File: src/rtl/ps2_scancode_rx_if.sv
// PS/2 pin pair plus the decoded make-code record handed to ps2ascii.
// master: keyboard/consumer side; slave: the receiver.
interface ps2_scancode_rx_if;
  logic       ps2_clk;
  logic       ps2_data;
  logic [7:0] byte_ps2;
  logic       extend;
  logic       shift;
  logic       code_valid;
  logic       frame_err;

  modport master (
    output ps2_clk,
    output ps2_data,
    input  byte_ps2,
    input  extend,
    input  shift,
    input  code_valid,
    input  frame_err
  );

  modport slave (
    input  ps2_clk,
    input  ps2_data,
    output byte_ps2,
    output extend,
    output shift,
    output code_valid,
    output frame_err
  );
endinterface

File: src/rtl/ps2_scancode_rx.sv
// PS/2 keyboard frame receiver with E0/F0 prefix and shift tracking.
// Emits one strobed {byte_ps2, extend, shift} record per key make event.
module ps2_scancode_rx #(
  parameter int unsigned FILTER_LEN     = 4,
  parameter int unsigned TIMEOUT_CYCLES = 50000
) (
  input logic               clk,
  input logic               rst,
  ps2_scancode_rx_if.slave  bus
);

  localparam int unsigned FW = $clog2(FILTER_LEN + 1);
  localparam int unsigned TW = $clog2(TIMEOUT_CYCLES + 1);

  typedef enum logic [1:0] {
    IDLE,
    RECV,
    CHECK
  } state_t;

  logic [1:0]    clk_sync;
  logic [1:0]    data_sync;
  logic          clk_filt;
  logic          clk_filt_d;
  logic [FW-1:0] flt_cnt;
  logic          fall;
  logic          data_bit;

  state_t        state;
  logic [3:0]    bit_cnt;
  logic [9:0]    shreg;
  logic [TW-1:0] to_cnt;
  logic          ext_pend;
  logic          brk_pend;
  logic          lshift;
  logic          rshift;

  logic [7:0]    byte_r;
  logic          extend_r;
  logic          shift_r;
  logic          code_valid_r;
  logic          frame_err_r;

  logic [7:0]    rx_byte;
  logic          frame_good;
  logic          is_shift;
  logic          is_ctrl;

  // Synchronizers and glitch filter both idle high, matching the released bus.
  always_ff @(posedge clk or posedge rst) begin
    if (rst) begin
      clk_sync   <= '1;
      data_sync  <= '1;
      clk_filt   <= 1'b1;
      clk_filt_d <= 1'b1;
      flt_cnt    <= '0;
    end else begin
      clk_sync   <= {clk_sync[0], bus.ps2_clk};
      data_sync  <= {data_sync[0], bus.ps2_data};
      clk_filt_d <= clk_filt;
      if (clk_sync[1] == clk_filt) begin
        flt_cnt <= '0;
      end else if (flt_cnt == FW'(FILTER_LEN - 1)) begin
        clk_filt <= clk_sync[1];
        flt_cnt  <= '0;
      end else begin
        flt_cnt <= flt_cnt + 1'b1;
      end
    end
  end

  assign fall     = clk_filt_d & ~clk_filt;
  assign data_bit = data_sync[1];

  always_comb begin
    rx_byte    = shreg[7:0];
    frame_good = (^shreg[8:0]) & shreg[9];
    is_shift   = (rx_byte == 8'h12) || (rx_byte == 8'h59);
    is_ctrl    = 1'b0;
    case (rx_byte)
      8'hAA, 8'hFA, 8'hEE, 8'hFE, 8'h00, 8'hFF: is_ctrl = 1'b1;
      default:                                  is_ctrl = 1'b0;
    endcase
  end

  // The decoder acts in the CHECK cycle so its registered strobe lands while
  // the FSM is already back in IDLE, ready for a back-to-back start bit.
  always_ff @(posedge clk or posedge rst) begin
    if (rst) begin
      state        <= IDLE;
      bit_cnt      <= '0;
      shreg        <= '0;
      to_cnt       <= '0;
      ext_pend     <= 1'b0;
      brk_pend     <= 1'b0;
      lshift       <= 1'b0;
      rshift       <= 1'b0;
      byte_r       <= '0;
      extend_r     <= 1'b0;
      shift_r      <= 1'b0;
      code_valid_r <= 1'b0;
      frame_err_r  <= 1'b0;
    end else begin
      code_valid_r <= 1'b0;
      frame_err_r  <= 1'b0;

      if (fall || state != RECV) to_cnt <= '0;
      else                       to_cnt <= to_cnt + 1'b1;

      case (state)
        IDLE: begin
          if (fall && !data_bit) begin
            state   <= RECV;
            bit_cnt <= '0;
          end
        end

        RECV: begin
          if (fall) begin
            shreg <= {data_bit, shreg[9:1]};
            if (bit_cnt == 4'd9) state <= CHECK;
            else                 bit_cnt <= bit_cnt + 1'b1;
          end else if (to_cnt == TW'(TIMEOUT_CYCLES - 1)) begin
            state       <= IDLE;
            shreg       <= '0;
            frame_err_r <= 1'b1;
            ext_pend    <= 1'b0;
            brk_pend    <= 1'b0;
          end
        end

        CHECK: begin
          state <= IDLE;
          if (!frame_good) begin
            frame_err_r <= 1'b1;
            ext_pend    <= 1'b0;
            brk_pend    <= 1'b0;
          end else if (rx_byte == 8'hE0) begin
            ext_pend <= 1'b1;
          end else if (rx_byte == 8'hF0) begin
            brk_pend <= 1'b1;
          end else begin
            ext_pend <= 1'b0;
            brk_pend <= 1'b0;
            if (is_shift) begin
              if (!ext_pend) begin
                if (rx_byte == 8'h12) lshift <= !brk_pend;
                else                  rshift <= !brk_pend;
              end
            end else if (!is_ctrl && !brk_pend) begin
              byte_r       <= rx_byte;
              extend_r     <= ext_pend;
              shift_r      <= lshift | rshift;
              code_valid_r <= 1'b1;
            end
          end
        end

        default: state <= IDLE;
      endcase
    end
  end

  assign bus.byte_ps2   = byte_r;
  assign bus.extend     = extend_r;
  assign bus.shift      = shift_r;
  assign bus.code_valid = code_valid_r;
  assign bus.frame_err  = frame_err_r;

endmodule
File: src/flat_wrapper.sv
// flat-port wrapper written by rule: the top's interface ports become plain ports
module ps2_scancode_rx_flat 
#(
  parameter int unsigned FILTER_LEN     = 4,
  parameter int unsigned TIMEOUT_CYCLES = 50000
)
  (clk, rst, bus_ps2_clk, bus_ps2_data, bus_byte_ps2, bus_extend, bus_shift, bus_code_valid, bus_frame_err);
  ps2_scancode_rx_if bus_i ();
  input logic clk;
  input logic rst;
  input wire logic [$bits(bus_i.ps2_clk)-1:0] bus_ps2_clk;
  input wire logic [$bits(bus_i.ps2_data)-1:0] bus_ps2_data;
  output wire logic [$bits(bus_i.byte_ps2)-1:0] bus_byte_ps2;
  output wire logic [$bits(bus_i.extend)-1:0] bus_extend;
  output wire logic [$bits(bus_i.shift)-1:0] bus_shift;
  output wire logic [$bits(bus_i.code_valid)-1:0] bus_code_valid;
  output wire logic [$bits(bus_i.frame_err)-1:0] bus_frame_err;
  assign bus_i.ps2_clk = bus_ps2_clk;
  assign bus_i.ps2_data = bus_ps2_data;
  assign bus_byte_ps2 = bus_i.byte_ps2;
  assign bus_extend = bus_i.extend;
  assign bus_shift = bus_i.shift;
  assign bus_code_valid = bus_i.code_valid;
  assign bus_frame_err = bus_i.frame_err;
  ps2_scancode_rx #(.FILTER_LEN(FILTER_LEN), .TIMEOUT_CYCLES(TIMEOUT_CYCLES)) u_core (.clk(clk), .rst(rst), .bus(bus_i));
endmodule
File: config.mk
export PLATFORM = sky130hd
export DESIGN_NAME = ps2_scancode_rx_flat
export DESIGN_NICKNAME = d
export VERILOG_FILES = /design/src/rtl/ps2_scancode_rx_if.sv /design/src/rtl/ps2_scancode_rx.sv /design/src/flat_wrapper.sv
export SDC_FILE = /design/constraint.sdc
export NUM_CORES = 1
export LEC_CHECK = 0
export BUFFER_PORTS_ARGS = -buffer_cell sky130_fd_sc_hd__buf_2
export CELL_PAD_IN_SITES_DETAIL_PLACEMENT = 0
export CELL_PAD_IN_SITES_GLOBAL_PLACEMENT = 2
export CORE_ASPECT_RATIO = 1.2
export CORE_MARGIN = 2
export CORE_UTILIZATION = 41
export DETAILED_ROUTE_END_ITERATION = 8
export PLACE_DENSITY = 0.8
export SLEW_MARGIN = 0
export SYNTH_ARGS = -nofsm -noshare
export SYNTH_HDL_FRONTEND = slang
export SYNTH_SLANG_ARGS = --single-unit
File: constraint.sdc
create_clock -name clk -period 3 [get_ports clk]
set_clock_uncertainty 0.05 [all_clocks]
set_input_delay 0.45 -clock clk [delete_from_list [all_inputs] [get_ports clk]]
set_output_delay 0.45 -clock clk [all_outputs]
set_load 0.005 [all_outputs]
# == Yosys cells after proc, flatten, opt, wreduce, memory -nomap -nowiden ==
# Cells that the tools add are included.
# word_totals
regBits,57
latch_bits,0
mem_bits_rw,0
mem_bits_ro,0
input_bits,4
output_inout_bits,12
wordCells,114
mem_count,0
# op_classes
addsub,3
mul,0
div_mod_pow,0
order_cmp,0
n_eq_ne,25
shifts,0
n_mux,35
bitwise,10
reduce_logical,23
# ops
cell,count
$eq 8x8->1 const B,7
$mux 10,2
$mux 1,18
$add 16x1->16 const B,1
$eq 16x16->1 const B,1
$mux 16,1
$reduce_and 7->1,2
$mux 4,3
$reduce_and 4->1,3
$reduce_xor 9->1,1
$eq 8x5->1 const B,1
$eq 8x7->1 const B,1
$logic_not 8->1,1
$mux 2,4
$ne 2x1->1 const B,4
$pmux 4 s2,1
$not 1->1,7
$mux 3,2
$ne 3x3->1 const B,2
$pmux 1 s2,3
$reduce_and 6->1,1
$reduce_bool 2->1,3
$reduce_or 6->1,1
$add 4x1->4 const B,1
18 further kinds,25

# == Longest topological paths before layout ==
# Gate-level depths: netlist of run 1.
# logic_depth
depth_word,11
mapped_depth,8
ltp_nobuf,7

# == Least setup slack after synthesis of run 1 ==
# Ideal clock, no wire load.
# synth_timing
kind,reg-to-reg
from,register u_core.shreg[2]
to,register u_core.byte_r[0] (netlist: u_core.bus.byte_ps2[0])
setup_time_ps,125
arrival_time_ps,2157
t_required_ps,2825
path_slack_ps,668
path_stages_with_launch,9
n_path_buf,1
synth_period_minus_slack_ps,2332
path_cell_list,dfrtp_1 -> inv_1 -> ha_1 -> xnor3_1 -> xnor2_2 -> nand4_2 -> a211o_1 -> buf_6 -> mux2_4
# synth_between
elab_chain_cells,6
elab_cells_between_ends,21
classes_between,9 x eq/ne; 1 x mux; 4 x bitwise; 7 x reduce/logical
# synth_lines
item,line_no,rtl
start: declaration,ps2_scancode_rx.sv:31,logic [9:0] shreg;
start signal: assignment,ps2_scancode_rx.sv:120,"shreg <= {data_bit, shreg[9:1]};"
$eq 8x8->1 or $logic_not 8->1 (tied branches),ps2_scancode_rx.sv:80,case (rx_byte)
$reduce_or 6->1,ps2_scancode_rx.sv:80,
$mux 1,ps2_scancode_rx.sv:80,
$logic_not 1->1,ps2_scancode_rx.sv:150,end else if (!is_ctrl && !brk_pend) begin
$logic_and 1x1->1,ps2_scancode_rx.sv:150,
$reduce_and 6->1 (no source line) *,--,
end signal: assignment,ps2_scancode_rx.sv:151,byte_r <= rx_byte;
end: declaration,ps2_scancode_rx.sv:38,logic [7:0] byte_r;
# Mark *: on every way between the ends. The rest lies on a longest branch, timed or not.
# A chain may end at the register's enable or synchronous reset.

# == Worst setup path after layout of run 1 ==
# layout_timing
from,register u_core.shreg[1]
to,register u_core.byte_r[4] (netlist: u_core.bus.byte_ps2[4])
# The elaborated chain is that of the path after synthesis.

==> results of run 1 <==
-- power by group through the flow --
stage	Combinational [uW]	Clock, uW	Sequential (uW)
floorplan	683	0	1010
global placement	870	0	1040
global route	978	936	1060
detailed placement	871	0	1050
finish	870	876	1040
CTS	874	897	1040
-- flip-flops by register name, summed over array words and instances (netlist names), 2 cells and up --
name                 flops
u_core.to_cnt           16
u_core.shreg            10
u_core.bus.byte_ps2      8
u_core.bit_cnt           4
u_core.flt_cnt           3
u_core.clk_sync          2
u_core.data_sync         2
u_core.state             2
-- kinds of logic after synthesis --
logic type | count (synthesis) | share of synthesized area (%)
and+or+nand+nor | 72 | 14.7
DFF | 57 | 49.8
AOI/OAI and AO/OA | 44 | 11.1
buffers and inverters | 24 | 3.39
adders and majority gates | 22 | 9.56
xor gates and xnor gates | 14 | 5.00
muxes | 14 | 6.39
-- final timing paths --
path | to | cells after the start | slack, ns | start
setup / recovery | u_core.bus.byte_ps2[4]$_DFFE_PP0P_ | 7 | 0.35 | u_core.shreg[1]$_DFFE_PP0P_
hold reg to reg | u_core.data_sync[1]$_DFF_PP1_ | 0 | 0.30 | u_core.data_sync[0]$_DFF_PP1_
max in group asynchronous | u_core.to_cnt[4]$_DFF_PP0_ | 3 | 1.96 | rst
setup reg to reg | u_core.bus.byte_ps2[4]$_DFFE_PP0P_ | 7 | 0.35 | u_core.shreg[1]$_DFFE_PP0P_
min in group asynchronous | u_core.bus.code_valid$_DFF_PP0_ | 2 | 0.23 | rst
hold / removal | u_core.data_sync[0]$_DFF_PP1_ | 1 | 0.16 | bus_ps2_data
-- metrics by stage --
stage	setup slack [ns]	cell area, um^2	power (uW)
6_report	0.345	3320	2780
5_1_grt	0.185	3320	2970
4_1_cts	0.314	3320	2810
3_5_place_dp	0.333	3080	1920
3_3_place_gp	0.390	3080	1910
2_1_floorplan	0.668	2880	1700
-- layout by cell type (no fill, tap or decap), drive strengths merged, types with 10 or more instances in the layout --
cell,n
mux2,11
o21ai,12
inv,20
clkbuf,10
nand4,10
nand3,10
buf,20
dfrtp,51
ha,22
nor2,15
a22o,12
-- area by class of cell --
class                           count  share of cell area [%]
Inverter                           20                    2.26
Multi-Input combinational cell    166                    40.6
Tap cell                           87                    3.28
Timing Repair Buffer               20                    3.39
Clock buffer                       10                    4.14
Clock inverter                      6                    3.17
Sequential cell                    57                    43.2
-- worst register-to-register path, delay by kind of cell, from the launching register on --
kind            cells  cell delay, ns
compound gates      1            0.52
xor+xnor            2            0.58
simple gates        1            0.16
mux                 1            0.39
fa+ha+maj           1            0.29
buf+inv             1            0.09
flops               1            0.45
-- per-layer routing --
layer  GRT usage, %  up-vias  wire [um]
met5              0        -          0
met4           8.19        0        136
met3           4.50       12        155
met2           26.0       26       2600
met1           18.9      975       2510
li1               -      934          -
==> results_dict.tcl, run 1 <==
set metrics [dict create \
    diodes 0 \
    ir_drop_v 0.000463 \
    synth_cell_types 48 \
    ys_seq_area_share_pct 49.8 \
    ys_ff_latch 57 \
    pwr-share-seq_pct 37.3 \
    grt_pass1_vias 1954 \
    synth_area_mm2 0.00288 \
    routabilityCongestion 0.736 \
    chipHeight_um 95.8 \
    tightest_slew_ns 0.857 \
    root_buffer "clkbuf_8" \
    finalSetupTns_ns 0 \
    syn_inst 247 \
    maxSlewHeadroom_pct 42.8 \
    nNetsFinal 300 \
    final.min_clock_period_ns 2.65 \
    cts_tree "yes" \
    clk_path_buf_depth 2 \
    cp_slowest_cell "a211o_1" \
    avgRoutedWirePerCell_um 14.8 \
    viasPerCell 5.32 \
    syn_area_per_cell_um2 11.7 \
    outcome "complete, no violations" \
    swShare_pct 33.1 \
    htreeDepth 3 \
    dieWidth_um 80.5 \
    pwr_density_cell_mw_per_mm2 838 \
    drive_above_1_share_pct 21.9 \
    clock-sinks 57 \
    syn-num-nets 273 \
    cts_hold_buf 0 \
    via_count 1947 \
    totalWireLength_um 5400 \
    finalCritPeriodShare_pct 88.5 \
    crit_family "XOR/XNOR gates" \
    clk_pin_slew_worst_paths_ns 0.07 \
    synthArstFlopShare_pct 100 \
    grt_use_total_pct 15.9 \
    die_area_mm2 0.00771 \
    antenna_found_initial 0 \
    setup_viol 0 \
    syn2layout_area_growth_pct 15.3 \
    grt_pass1_wl_um 9200 \
    pwr-share-comb_pct 31.2 \
    seq_area_mm2 0.00143 \
    slew_viol_final 0 \
    clock_power_share_pct 31.5 \
    drtPass1Iterations 4 \
    gr-total-overflow 0 \
    drt-initial-drc-count 60 \
    cts_inserted_buffers 9 \
    rows 33 \
    synthTopCellsByCount "dfrtp_1, ha_1, inv_1" \
    synthTopCellsByArea "dfrtp_1, ha_1, dfstp_2" \
    path_cells "inv_1 > ha_1 > xnor3_1 > xnor2_2 > nand4_2 > a211o_1 > mux2_4" \
    crit_fanout 11 \
    critical_path_arrival_ns 2.82 \
    stdcell_count 366 \
    end_kind "flop" \
    fmax_mhz 377 \
    worstSetupPathType "flop to flop" \
    cts_setup_buffers 0 \
    io_buffer_count 15 \
    ios 16 \
    synth_top_area_cell "dfrtp_1" \
    holdWs_ns 0.161 \
    synthFlopType "dfrtp_1" \
    dpl.cell_count 350 \
    core_mm2 0.00681 \
    cp-start-kind "flop" \
    drc 0 \
    grt_max_degree 43 \
    clock_latency_ns 0.33 \
    fillCellCount 639 \
    cap_violations 0 \
    synth_edf_count 0 \
    leakagePower_uw 0.00158 \
    initial_utilization_pct 42.3 \
    cp_num_buf_inv 1 \
    hp-class "primary input to flop" \
    multi_input_area_mm2 0.00135 \
    fin_util_pct 48.7 \
    rsz0062_at_grt "false" \
    internal_power_uw 1860 \
    ctsResizeCount 0 \
    dpl.hpwl_um 3680 \
    yosys.area.top_type_share_pct 44.3 \
    yosys_warnings 0 \
    hold_viol_final 0 \
    crit_required_ns 3.17 \
    yosysMostFrequentCell "dfrtp_1" \
    antenna_left 0 \
    cpPeakStageDelay_ns 0.52 \
    p_sw_uw 922 \
]
Note: power is estimated with default switching activity, not from simulation.
==> run 2, diff against run 1 <==
==> constraint.sdc (replaced) <==
create_clock -name clk -period 3 [get_ports clk]
set_clock_uncertainty 0.05 [all_clocks]
set_input_delay 0.6 -clock clk [delete_from_list [all_inputs] [get_ports clk]]
set_output_delay 0.6 -clock clk [all_outputs]
set_load 0.005 [all_outputs]
==> run 2 against run 1 <==
  * Die area unchanged
  * Sequential cell count unchanged
  * Total power down 2.9%
  * Routed wire length down 2.5%
  * Sequential share of layout area up 0.21 points
  * Worst hold slack better by 0.054 ns
  * Largest power group unchanged
==> results_dict.tcl, run 2 (synthesized netlist as in run 1, its figures left out) <==
set metrics [dict create \
    htreeDepth 3 \
    rows 33 \
    multi_input_area_mm2 0.00135 \
    internal_power_uw 1800 \
    cp_num_buf_inv 1 \
    largest_reg_flops 16 \
    cap_violations 0 \
    swShare_pct 33.6 \
    cts_setup_buffers 0 \
    clk_path_buf_depth 2 \
    totalWireLength_um 5260 \
    fin_util_pct 48.5 \
    antenna_found_initial 0 \
    avgRoutedWirePerCell_um 14.5 \
    cts_hold_buf 0 \
    io_buffer_count 15 \
    clock_power_share_pct 30.1 \
    grt_pass1_wl_um 8870 \
    root_buffer "clkbuf_8" \
    setup_viol 0 \
    die_area_mm2 0.00771 \
    cts_tree "yes" \
    critical_path_arrival_ns 2.80 \
    cts_inserted_buffers 9 \
    tightest_slew_ns 0.596 \
    clk_pin_slew_worst_paths_ns 0.07 \
    fillCellCount 649 \
    reg2reg_slack_ns 0.36 \
    drive_above_1_share_pct 21.3 \
    drc 0 \
    syn2layout_area_growth_pct 14.8 \
    drt-initial-drc-count 38 \
    seq_area_mm2 0.00143 \
    ir_drop_v 0.000452 \
    final_common_cell "dfrtp_1" \
    end_kind "flop" \
    path_cells "inv_1 > ha_1 > xnor3_1 > xnor2_2 > nand4_2 > a211o_1 > mux2_4" \
    via_count 1865 \
    cp_slowest_cell "a211o_1" \
    hold_viol_final 0 \
    fmax_mhz 378 \
    initial_utilization_pct 42.3 \
    finalCritPeriodShare_pct 88.1 \
    cp-startpoint "u_core.shreg[2]$_DFFE_PP0P_" \
    worstSetupPathType "flop to flop" \
    layout_common_cells "dfrtp_1, ha_1, inv_1" \
    clock-sinks 57 \
    crit_family "XOR/XNOR gates" \
    maxSlewHeadroom_pct 60.3 \
    finalSetupTns_ns 0 \
    hp-class "primary input to asynchronous set/reset pin" \
    outcome "complete, no violations" \
    crit_required_ns 3.16 \
    routabilityCongestion 0.797 \
    antenna_left 0 \
    grt_pass1_vias 1830 \
    cp-start-kind "flop" \
    core_mm2 0.00681 \
    final.min_clock_period_ns 2.64 \
    ctsResizeCount 0 \
    pwr_density_cell_mw_per_mm2 818 \
    r2r_start "u_core.shreg[2]$_DFFE_PP0P_" \
    pwr-share-comb_pct 31.2 \
    chipHeight_um 95.8 \
    ios 16 \
    crit_fanout 11 \
    viasPerCell 5.12 \
    dieWidth_um 80.5 \
    clock_latency_ns 0.33 \
    dpl.hpwl_um 3720 \
    top_register "u_core.to_cnt" \
    gr-total-overflow 0 \
    diodes 0 \
    rsz0062_at_grt "false" \
    leakagePower_uw 0.00157 \
    grt_max_degree 40 \
    nNetsFinal 298 \
    p_sw_uw 908 \
    pwr-share-seq_pct 38.7 \
    grt_use_total_pct 15.6 \
    drtPass1Iterations 4 \
    cpPeakStageDelay_ns 0.50 \
    slew_viol_final 0 \
]
-- run 2: cell count changes in the layout (fill, tap and decap cells not counted), sizes merged --
cell / delta
bufinv: -1
clkinvlp: +1
clkbuf: +1
clkinv: -1
buf: -2
-- run 2: final cells by class --
type	instances	area share [%]
Clock inverter	5	2.35
Clock buffer	11	4.58
Timing Repair Buffer	18	3.33
Inverter	20	2.27
Sequential cell	57	43.4
Tap cell	87	3.29
Multi-Input combinational cell	166	40.8
-- run 2: power groups by stage --
stage               clock network [uW]  logic (uW)  registers [uW]
floorplan                            0         683            1010
global placement                     0         858            1050
detailed placement                   0         857            1060
CTS                                835         862            1050
global route                       876         966            1070
finish                             813         844            1050
-- run 2: stage by stage --
stage	instances	area, um^2	worst slack [ns]	hold slack [ns]	power, uW
after CTS	364	3300	0.345	0.212	2740
after global routing	364	3300	0.158	0.219	2910
after floorplan	247	2880	0.668	0.295	1700
after global placement	348	3080	0.406	0.296	1910
final	364	3300	0.357	0.215	2700
after detailed placement	348	3080	0.366	0.297	1910
-- run 2: per-layer routing --
metal / vias to the layer above / share of wire (%) / global-route usage (%)
met4: 0 / 3.0 / 8.76
met5: - / 0 / 0
met2: 23 / 48 / 23.5
met3: 12 / 2.6 / 4.88
met1: 900 / 46 / 20.0
li1: 930 / - / -
-- run 2: path summary, 6_finish.rpt --
kind | endpoint | depth (start not counted)
min in group clk | u_core.data_sync[1]$_DFF_PP1_ | 0
hold / removal | u_core.bus.byte_ps2[5]$_DFFE_PP0P_ | 2
max in group asynchronous | u_core.data_sync[0]$_DFF_PP1_ | 3
setup reg to reg | u_core.bus.byte_ps2[4]$_DFFE_PP0P_ | 7
hold reg to reg | u_core.data_sync[1]$_DFF_PP1_ | 0
setup / recovery | u_core.bus.byte_ps2[4]$_DFFE_PP0P_ | 7
==> run 3, diff against run 2 <==
--- a/config.mk
+++ b/config.mk
@@ -8,8 +8,8 @@
 export BUFFER_PORTS_ARGS = -buffer_cell sky130_fd_sc_hd__buf_2
 export CELL_PAD_IN_SITES_DETAIL_PLACEMENT = 0
 export CELL_PAD_IN_SITES_GLOBAL_PLACEMENT = 2
-export CORE_ASPECT_RATIO = 1.2
-export CORE_MARGIN = 2
+export CORE_ASPECT_RATIO = 0.5
+export CORE_MARGIN = 5
 export CORE_UTILIZATION = 41
 export DETAILED_ROUTE_END_ITERATION = 8
 export PLACE_DENSITY = 0.8
==> run 3 against run 2 <==
  * Global-route usage down 2.0 points
  * Design area up 2.8%
  * Combinational power up 2%
  * Worst hold slack worse by 0.073 ns
  * Routed wire length up 2.8%
  * Clock-buffer cell count up 3
  * Maximum frequency down 1.9%
==> results_dict.tcl, run 3 (synthesized netlist as in run 1, its figures left out) <==
set metrics [dict create \
    outcome "complete, no violations" \
    io_buffer_count 15 \
    viasPerCell 5.27 \
    cts_tree "yes" \
    crit_family "XOR/XNOR gates" \
    drt-initial-drc-count 147 \
    r2r-end "u_core.bus.byte_ps2[2]$_DFFE_PP0P_" \
    htreeDepth 3 \
    ctsResizeCount 0 \
    pwr_density_cell_mw_per_mm2 870 \
    dieWidth_um 129 \
    p_sw_uw 936 \
    tightest_slew_ns 0.648 \
    clk_pin_slew_worst_paths_ns 0.05 \
    antenna_found_initial 0 \
    nNetsFinal 299 \
    slew_viol_final 0 \
    leakagePower_uw 0.00161 \
    root_buffer "clkbuf_16" \
    rows 21 \
    cp-start-kind "flop" \
    cpPeakStageDelay_ns 0.52 \
    cp_num_buf_inv 1 \
    fin_util_pct 50.3 \
    via_count 1951 \
    stdcell_count 370 \
    swShare_pct 31.7 \
    fmax_mhz 371 \
    ios 16 \
    dpl.cell_count 354 \
    largest_reg_flops 16 \
    cts_inserted_buffers 9 \
    clock-sinks 57 \
    cap_violations 0 \
    avgRoutedWirePerCell_um 14.6 \
    antenna_left 0 \
    crit_required_ns 3.15 \
    final.min_clock_period_ns 2.69 \
    drc 0 \
    dpl.hpwl_um 3790 \
    clock_power_share_pct 35.7 \
    final_area_mm2 0.00340 \
    cts_setup_buffers 0 \
    path_cells "inv_1 > ha_1 > xnor3_1 > xnor2_2 > nand4_2 > a211o_1 > mux2_4" \
    core_mm2 0.00675 \
    setup_viol 0 \
    ir_drop_v 0.000447 \
    finalCritPeriodShare_pct 89.8 \
    die_area_mm2 0.00890 \
    finalSetupTns_ns 0 \
    cp_slowest_cell "a211o_1" \
    end_kind "flop" \
    grt_pass1_wl_um 9640 \
    final_common_cell "dfrtp_1" \
    cts_hold_buf 0 \
    layout_common_cells "dfrtp_1, ha_1, inv_1" \
    clock_latency_ns 0.32 \
    totalWireLength_um 5410 \
    gr-total-overflow 0 \
    grt_max_degree 30 \
    initial_utilization_pct 42.6 \
    pwr-share-seq_pct 35.1 \
    diodes 0 \
    maxSlewHeadroom_pct 56.8 \
    grt_pass1_vias 2032 \
    worstSetupPathType "flop to flop" \
    dpl_cell_area_mm2 0.00308 \
    r2r_start "u_core.shreg[3]$_DFFE_PP0P_" \
    drive_above_1_share_pct 21.2 \
    clk_path_buf_depth 2 \
    chipHeight_um 69.3 \
    syn2layout_area_growth_pct 17.9 \
    hp-class "primary input to asynchronous set/reset pin" \
    hold_viol_final 0 \
    reg2reg_slack_ns 0.31 \
    internal_power_uw 2020 \
    r2r_cells 7 \
    routabilityCongestion 0.836 \
    grt_use_total_pct 13.6 \
    rsz0062_at_grt "false" \
    drtPass1Iterations 4 \
    pwr-share-comb_pct 29.2 \
    top_register "u_core.to_cnt" \
    crit_fanout 11 \
    critical_path_arrival_ns 2.84 \
]
## run 3: worst max path at each step
stage	end	startpoint	slack [ns]	cells past startpoint
floorplan	u_core.bus.byte_ps2[0]$_DFFE_PP0P_	u_core.shreg[2]$_DFFE_PP0P_	0.67	8
global placement	u_core.bus.byte_ps2[1]$_DFFE_PP0P_	u_core.shreg[2]$_DFFE_PP0P_	0.39	7
detailed placement	u_core.bus.byte_ps2[4]$_DFFE_PP0P_	u_core.shreg[0]$_DFFE_PP0P_	0.30	7
CTS	u_core.bus.byte_ps2[2]$_DFFE_PP0P_	u_core.shreg[1]$_DFFE_PP0P_	0.30	7
global route	u_core.bus.byte_ps2[2]$_DFFE_PP0P_	u_core.shreg[1]$_DFFE_PP0P_	0.21	7
finish	u_core.bus.byte_ps2[2]$_DFFE_PP0P_	u_core.shreg[3]$_DFFE_PP0P_	0.31	7
## run 3: power groups by stage
stage                     clock network, uW  registers, uW  logic, uW
after global placement                    0           1040        849
after floorplan                           0           1010        683
final                                  1050           1040        863
after global routing                   1120           1060        963
after detailed placement                  0           1050        862
after CTS                              1080           1040        871
## run 3: cell type report
type                            instances  area, um^2
Tap cell                               92         115
Multi-Input combinational cell        166        1350
Sequential cell                        57        1430
Clock buffer                           14         284
Fill cell                             570        3360
Clock inverter                          2        35.0
Timing Repair Buffer                   19         105
Inverter                               20        75.1
## run 3: per-layer routing
metal	vias to the layer above	track usage [%]	part of all wire, %
met4	0	5.47	1.5
li1	941	-	-
met5	-	0	0
met1	969	17.6	49
met2	31	20.9	47
met3	10	4.85	3.3
## run 3: stage by stage
step	power [uW]	hold WS (ns)	setup slack [ns]
after floorplan	1700	0.295	0.668
after global placement	1890	0.296	0.392
after detailed placement	1910	0.298	0.304
after CTS	2990	0.136	0.300
after global routing	3140	0.152	0.210
final	2960	0.142	0.307
